[config.mk]
export PLATFORM = sky130hd
export DESIGN_NAME = free_list_superscalar
export DESIGN_NICKNAME = d
export VERILOG_FILES = /design/src/rtl/free_list_superscalar.sv
export SDC_FILE = /design/constraint.sdc
export NUM_CORES = 1
export LEC_CHECK = 0
export ABC_CLOCK_PERIOD_IN_PS = 5900
export BUFFER_PORTS_ARGS = -buffer_cell sky130_fd_sc_hd__buf_2
export CAP_MARGIN = 15
export CORE_UTILIZATION = 60
export DETAILED_ROUTE_END_ITERATION = 8
export PLACE_DENSITY = 0.77
export SYNTH_ARGS = -nofsm -noshare
export SYNTH_HDL_FRONTEND = slang
export SYNTH_SLANG_ARGS = --single-unit
[constraint.sdc]
create_clock -name CLK -period 5.9 [get_ports CLK]
set_input_delay 0 -clock CLK [delete_from_list [all_inputs] [get_ports CLK]]
set_output_delay 0 -clock CLK [all_outputs]
set_load 0.03 [all_outputs]
[src/rtl/free_list_superscalar.sv]
// free_list_superscalar: multi-port physical register free list with one branch checkpoint
module free_list_superscalar #(
    parameter int NUM_PHYS_REGS = 64,
    parameter int NUM_ARCH_REGS = 32,
    parameter int DEQ_WIDTH     = 2,
    parameter int ENQ_WIDTH     = 2,
    parameter int LOG_PHYS      = $clog2(NUM_PHYS_REGS),
    parameter int DW            = $clog2(DEQ_WIDTH + 1)
) (
    input  logic                          CLK,
    input  logic                          RESET,
    input  logic [ENQ_WIDTH-1:0]          Enqueue_IN,
    input  logic [ENQ_WIDTH*LOG_PHYS-1:0] Data_IN,
    input  logic [DW-1:0]                 DequeueCount_IN,
    input  logic                          Checkpoint_IN,
    input  logic                          Restore_IN,
    output logic                          DequeueResult_OUT,
    output logic [DEQ_WIDTH*LOG_PHYS-1:0] Data_OUT,
    output logic [LOG_PHYS:0]             FreeCount_OUT,
    output logic                          Overflow_OUT
);
    localparam int DEPTH = NUM_PHYS_REGS - NUM_ARCH_REGS;
    localparam int PW = (DEPTH > 1) ? $clog2(DEPTH) : 1;
    localparam int CW = LOG_PHYS + 1;
    localparam logic [PW:0] DEPTH_P = DEPTH[PW:0];
    localparam logic [CW-1:0] DEPTH_C = DEPTH[CW-1:0];
    localparam logic [CW-1:0] DEQ_C = DEQ_WIDTH[CW-1:0];

    // Pointer advance with wrap by compare so DEPTH need not be a power of two
    function automatic logic [PW-1:0] f_wrap(input logic [PW-1:0] p, input logic [PW:0] off);
        logic [PW:0] s;
        s = {1'b0, p} + off;
        if (s >= DEPTH_P) s = s - DEPTH_P;
        return s[PW-1:0];
    endfunction

    logic [LOG_PHYS-1:0]           r_queue [DEPTH];
    logic [PW-1:0]                 r_head;
    logic [PW-1:0]                 r_tail;
    logic [PW-1:0]                 r_ckpt_head;
    logic                          r_ckpt_valid;
    logic [CW-1:0]                 r_count;
    logic [CW-1:0]                 r_spec_cnt;
    logic                          r_result;
    logic                          r_overflow;
    logic [DEQ_WIDTH*LOG_PHYS-1:0] r_data;

    logic [CW-1:0]        w_k;
    logic [CW-1:0]        w_grant_k;
    logic [CW-1:0]        w_m;
    logic [CW-1:0]        w_base;
    logic                 w_grant;
    logic                 w_accept;
    logic [PW:0]          w_off;
    logic [PW-1:0]        w_tail_next;
    logic [PW-1:0]        w_head_adv;
    logic [PW-1:0]        w_wr_idx [ENQ_WIDTH];
    logic [ENQ_WIDTH-1:0] w_we;
    logic [PW-1:0]        w_rd_idx [DEQ_WIDTH];
    logic [DEQ_WIDTH-1:0] w_rd_en;

    // Grant decision uses start-of-cycle count; frees are compacted onto the tail and
    // dropped as a whole if they would overfill the list
    always_comb begin
        w_k = CW'(DequeueCount_IN);
        w_grant = !Restore_IN && (w_k != '0) && (w_k <= DEQ_C) && (w_k <= r_count);
        w_grant_k = w_grant ? w_k : '0;
        w_head_adv = f_wrap(r_head, w_grant_k[PW:0]);
        w_base = r_count - w_grant_k + (Restore_IN ? r_spec_cnt : '0);
        w_m = '0;
        w_off = '0;
        for (int i = 0; i < ENQ_WIDTH; i++) begin
            w_wr_idx[i] = f_wrap(r_tail, w_off);
            w_off = w_off + (PW + 1)'(Enqueue_IN[i]);
            w_m = w_m + CW'(Enqueue_IN[i]);
        end
        w_tail_next = f_wrap(r_tail, w_off);
        w_accept = (w_base + w_m) <= DEPTH_C;
        w_we = w_accept ? Enqueue_IN : '0;
        for (int j = 0; j < DEQ_WIDTH; j++) begin
            w_rd_idx[j] = f_wrap(r_head, j[PW:0]);
            w_rd_en[j] = w_grant && (j[CW-1:0] < w_k);
        end
    end

    // List storage: preloaded with the unmapped registers, written by accepted frees
    always_ff @(posedge CLK or negedge RESET) begin
        if (!RESET) begin
            for (int k = 0; k < DEPTH; k++) r_queue[k] <= LOG_PHYS'(NUM_ARCH_REGS + k);
        end else begin
            for (int i = 0; i < ENQ_WIDTH; i++)
                if (w_we[i]) r_queue[w_wr_idx[i]] <= Data_IN[i*LOG_PHYS +: LOG_PHYS];
        end
    end

    // Pointers, occupancy, checkpoint and sticky overflow
    always_ff @(posedge CLK or negedge RESET) begin
        if (!RESET) begin
            r_head       <= '0;
            r_tail       <= '0;
            r_count      <= DEPTH_C;
            r_ckpt_head  <= '0;
            r_ckpt_valid <= 1'b0;
            r_spec_cnt   <= '0;
            r_result     <= 1'b0;
            r_overflow   <= 1'b0;
        end else begin
            r_head       <= Restore_IN ? r_ckpt_head : w_head_adv;
            r_tail       <= w_accept ? w_tail_next : r_tail;
            r_count      <= w_accept ? w_base + w_m : w_base;
            r_ckpt_head  <= (Checkpoint_IN && !Restore_IN) ? r_head : r_ckpt_head;
            r_ckpt_valid <= r_ckpt_valid | (Checkpoint_IN && !Restore_IN);
            r_spec_cnt   <= Restore_IN ? '0 :
                            Checkpoint_IN ? w_grant_k :
                            r_ckpt_valid ? r_spec_cnt + w_grant_k : r_spec_cnt;
            r_result     <= w_grant;
            r_overflow   <= r_overflow | !w_accept;
        end
    end

    // Granted registers; lanes not granted keep their previous value
    always_ff @(posedge CLK or negedge RESET) begin
        if (!RESET) begin
            r_data <= '0;
        end else begin
            for (int j = 0; j < DEQ_WIDTH; j++)
                if (w_rd_en[j]) r_data[j*LOG_PHYS +: LOG_PHYS] <= r_queue[w_rd_idx[j]];
        end
    end

    assign DequeueResult_OUT = r_result;
    assign Data_OUT          = r_data;
    assign FreeCount_OUT     = r_count;
    assign Overflow_OUT      = r_overflow;
endmodule

==> flow_metrics.tcl <==
set metrics [dict create \
    outcome "finished, violations left" \
    failed_checks "DRC" \
    max_cap_violations 0 \
    tritoncts "yes" \
    synth_edf_count 0 \
    share_of_synthesized_registers_carrying_an_async_set_or_reset_pct 100 \
    synth_simple_gate_area_share_pct 13.6 \
    clockBufferDepth 3 \
    syn_inst 1698 \
    postRouteWirelength_mm 52.5 \
    worst_slack_ps 451 \
    cell_area_power_density_nw_per_um2 646 \
    synth-seq-area-share_pct 37.3 \
    final_min_period_over_clock_period_pct 92.4 \
    dr.pass1.iters 8 \
    mappedNetlistNets 1746 \
    logic_pwr_share_pct 58.0 \
    initial_antenna_violation_count 2 \
    die_width_um 166 \
    num_vias 14584 \
    drv_slew 0 \
    dp.cells 1948 \
    grt_start_max_net_pins 141 \
    drt_wl_cell_um 26.1 \
    sequentialPowerShare_pct 26.7 \
    synth_top_family_by_area "compound AO/OA/AOI/OAI gates" \
    rsz0062_at_grt "false" \
    pre_cts_ws_ps 368 \
    share_of_the_synthesized_area_in_compound_gates_ao_oa_aoi_oai_pct 23.2 \
    synth.area.top_cells "sky130_fd_sc_hd__dfrtp_1 19%, sky130_fd_sc_hd__dfstp_2 18%, sky130_fd_sc_hd__mux4_2 17%" \
    final_non_filler_cell_total 2009 \
    most_frequent_standard_cell_in_the_layout_excluding_fill_and_tap_cells "sky130_fd_sc_hd__o21ai_0" \
    synth_mux_area_share_pct 17.9 \
    cp_data_arrival_time_ps 5890 \
    drc 3 \
    yosys_warnings 0 \
    timing.critical_path.from_type "register" \
    fp.dieArea_um2 27700 \
    grt_pass1_vias 13763 \
    clock_skew_ps 20.2 \
    place_congestion 0.971 \
    required_ps 6340 \
    timing.slew.headroom_pct 17.4 \
    final.min_clock_period_ps 5450 \
    area.growth.synth_to_final_pct 8.46 \
    timing.critical_path.to_type "register" \
    finish.net_count 1701 \
    pwr-share-clk_pct 15.3 \
    holdCritPathClass "in -> reg" \
    floorplan.initialDensity_pct 61.6 \
    cellInternalPower_uw 5870 \
    setup_viol 0 \
    leakage_uw 0.00641 \
    most-common-layout-cells "335 x sky130_fd_sc_hd__o21ai_0, 211 x sky130_fd_sc_hd__nor2_1, 164 x sky130_fd_sc_hd__a2bb2oi_1" \
    power.switching_uw 5480 \
    worst_hold_slack_ps 18.2 \
    placement.io_buffers 40 \
    groute.usage.overall_pct 38.1 \
    yosys.area_share.xor_xnor_pct 1.39 \
    avgViaCountPerCell 7.26 \
    htreeDepth 1 \
    yosysTopAreaCell "sky130_fd_sc_hd__dfrtp_1" \
    grt_first_pass_wirelength_mm 81.6 \
    ctsRootBufferMaster "sky130_fd_sc_hd__clkbuf_16" \
    power_switching_share_pct 48.3 \
    final_hold_viol_count 0 \
    floorplan.die.height_um 166 \
    core_region_area_um2 26300 \
    tns_ps 0 \
    cts-buffers-inserted 27 \
    drc_marker_count_from_the_first_detailed_route_iteration 2031 \
    num_antenna_cells 0 \
    timing_worst_setup_path_type "reg -> reg" \
    cts_sinks 236 \
    drive_above_1_share_pct 21.8 \
    synth.lib_cells_used.distinct 53 \
    timing.critical_path.fanout_max 73 \
    place_hpwl_mm 34.9 \
    largest_voltage_drop_on_the_vdd_net_uv 1180 \
    post_synth.cell_area_avg_um2 9.54 \
    clk_lat_worst_skew_ps 560 \
    fmax_mhz 184 \
    std_cell_rows 59 \
    clk_transition_reported_paths_ps 70 \
    overflow 0 \
    ys_seq_elements 236 \
    post_synth_fa_ha_maj_area_fraction_pct 2.44 \
    ios 41 \
    share_of_the_synthesized_area_in_the_top_cell_type_pct 19.0 \
    syn_area_um2 16200 \
    antenna_violating_nets_post_route 0 \
    synthFlopType "sky130_fd_sc_hd__dfrtp_1" \
    worst_pin_slew_ps 1230 \
    stdcell_area_um2 17600 \
    placedInstanceArea_um2 16500 \
]
-- metal layers --
metal | part of all wire (%) | track usage [%] | wire length, um | up-vias
met5 | 0.049 | 0 | 26 | -
met4 | 5.0 | 17.9 | 2630 | 4
met3 | 13 | 10.8 | 6890 | 185
met2 | 45 | 56.7 | 23400 | 986
met1 | 37 | 52.0 | 19500 | 7139
li1 | - | - | - | 6270
-- kinds of logic (layout without fill, tap and decap cells) --
| logic type | after synthesis | after routing |
|---|---|---|
| buffers and inverters | 170 | 145 |
| adders and majority gates | 28 | 28 |
| and+or+nand+nor | 502 | 502 |
| AOI/OAI and AO/OA | 599 | 600 |
| muxes | 139 | 139 |
| xor gates and xnor gates | 24 | 24 |
| DFF | 236 | 236 |
-- power groups by stage --
stage                     logic (uW)  clock network, uW  registers [uW]
final                           6580               1730            3030
after global routing            7010               1790            3090
after CTS                       6370               1740            2990
after detailed placement        6340                  0            3020
after global placement          6230                  0            2970
after floorplan                 4760                  0            2800
-- state kept, by name (all words and copies together), names as in the netlist --
| register | cells |
|---|---|
| DequeueResult_OUT | 1 |
| r_head | 5 |
| r_ckpt_valid | 1 |
| r_spec_cnt | 7 |
| Overflow_OUT | 1 |
| r_queue | 192 |
| Data_OUT | 12 |
| r_tail | 5 |
| FreeCount_OUT | 7 |
| r_ckpt_head | 5 |
-- cell usage after synthesis, types with 2 or more instances --
cell type,number
sky130_fd_sc_hd__buf_1,9
sky130_fd_sc_hd__xor2_1,9
sky130_fd_sc_hd__nand2b_1,9
sky130_fd_sc_hd__nand3_1,40
sky130_fd_sc_hd__or3_1,35
sky130_fd_sc_hd__dfstp_2,113
sky130_fd_sc_hd__nand4_1,6
sky130_fd_sc_hd__a21oi_1,7
sky130_fd_sc_hd__and2_1,5
sky130_fd_sc_hd__nor3_1,41
sky130_fd_sc_hd__o21a_1,2
sky130_fd_sc_hd__a32oi_1,3
sky130_fd_sc_hd__inv_1,27
sky130_fd_sc_hd__nor2b_1,10
sky130_fd_sc_hd__a31oi_1,30
sky130_fd_sc_hd__o21ai_1,39
sky130_fd_sc_hd__fa_1,6
sky130_fd_sc_hd__clkbuf_1,111
sky130_fd_sc_hd__a2111oi_0,2
sky130_fd_sc_hd__a211o_1,2
sky130_fd_sc_hd__a2bb2oi_1,164
sky130_fd_sc_hd__o21ai_0,335
sky130_fd_sc_hd__or2_2,8
sky130_fd_sc_hd__buf_2,22
sky130_fd_sc_hd__nor2_1,211
sky130_fd_sc_hd__mux2_2,6
sky130_fd_sc_hd__a211oi_1,4
sky130_fd_sc_hd__dfrtp_1,123
sky130_fd_sc_hd__mux2i_1,13
sky130_fd_sc_hd__nand2_1,127
sky130_fd_sc_hd__xnor2_1,14
sky130_fd_sc_hd__and3_1,4
sky130_fd_sc_hd__ha_1,22
sky130_fd_sc_hd__mux4_2,120
-- per-stage QoR --
step                util (%)  power, uW
floorplan                  -       7560
finish                  66.9      11300
detailed placement      62.9       9360
CTS                     66.7      11100
global route            66.9      11900
global placement        62.9       9200
-- worst max-delay path, cell delays in order, from the launching register on --
cell,delay [ps]
sky130_fd_sc_hd__dfrtp_1,380
sky130_fd_sc_hd__inv_1,70
sky130_fd_sc_hd__ha_1,290
sky130_fd_sc_hd__a21oi_1,140
sky130_fd_sc_hd__a2111oi_0,70
sky130_fd_sc_hd__or3_1,390
sky130_fd_sc_hd__nor2_1,280
sky130_fd_sc_hd__ha_1,170
sky130_fd_sc_hd__inv_1,40
sky130_fd_sc_hd__ha_1,210
sky130_fd_sc_hd__fa_1,500
sky130_fd_sc_hd__a211o_1,360
sky130_fd_sc_hd__and2_4,170
sky130_fd_sc_hd__nor4_1,390
sky130_fd_sc_hd__nand4_1,390
sky130_fd_sc_hd__o2bb2ai_4,660
sky130_fd_sc_hd__buf_12,350
sky130_fd_sc_hd__nand2_1,240
sky130_fd_sc_hd__a2bb2oi_1,200
-- final timing paths --
kind | startpoint | endpoint | slack [ps] | depth (start not counted)
max | FreeCount_OUT[1] | r_queue[100] | 450 | 18
max in group asynchronous | RESET | r_queue[6] | 4570 | 3
min | Data_IN[2] | r_queue[146] | 20 | 4
min in group asynchronous | RESET | r_spec_cnt[4] | 140 | 2
min reg2reg | Overflow_OUT | Overflow_OUT | 470 | 1
max reg2reg | FreeCount_OUT[1] | r_queue[100] | 450 | 18
-- cell type report --
cell class | instances | area, um^2
multi-input cells | 1293 | 9570
fillers | 2068 | 8710
flip-flops and latches | 236 | 6050
clock buffers | 39 | 791
repair buffers | 68 | 531
well taps | 335 | 419
clock inverters | 11 | 111
inverters | 27 | 101
-- what timing repair did --
item	CTS	global route
setup buffers	0	0
endpoints found under the setup margin	0	88
resized for setup	0	0
hold endpoints to repair	89	0
hold buffers	9	0
Note: power is estimated with default switching activity, not from simulation.
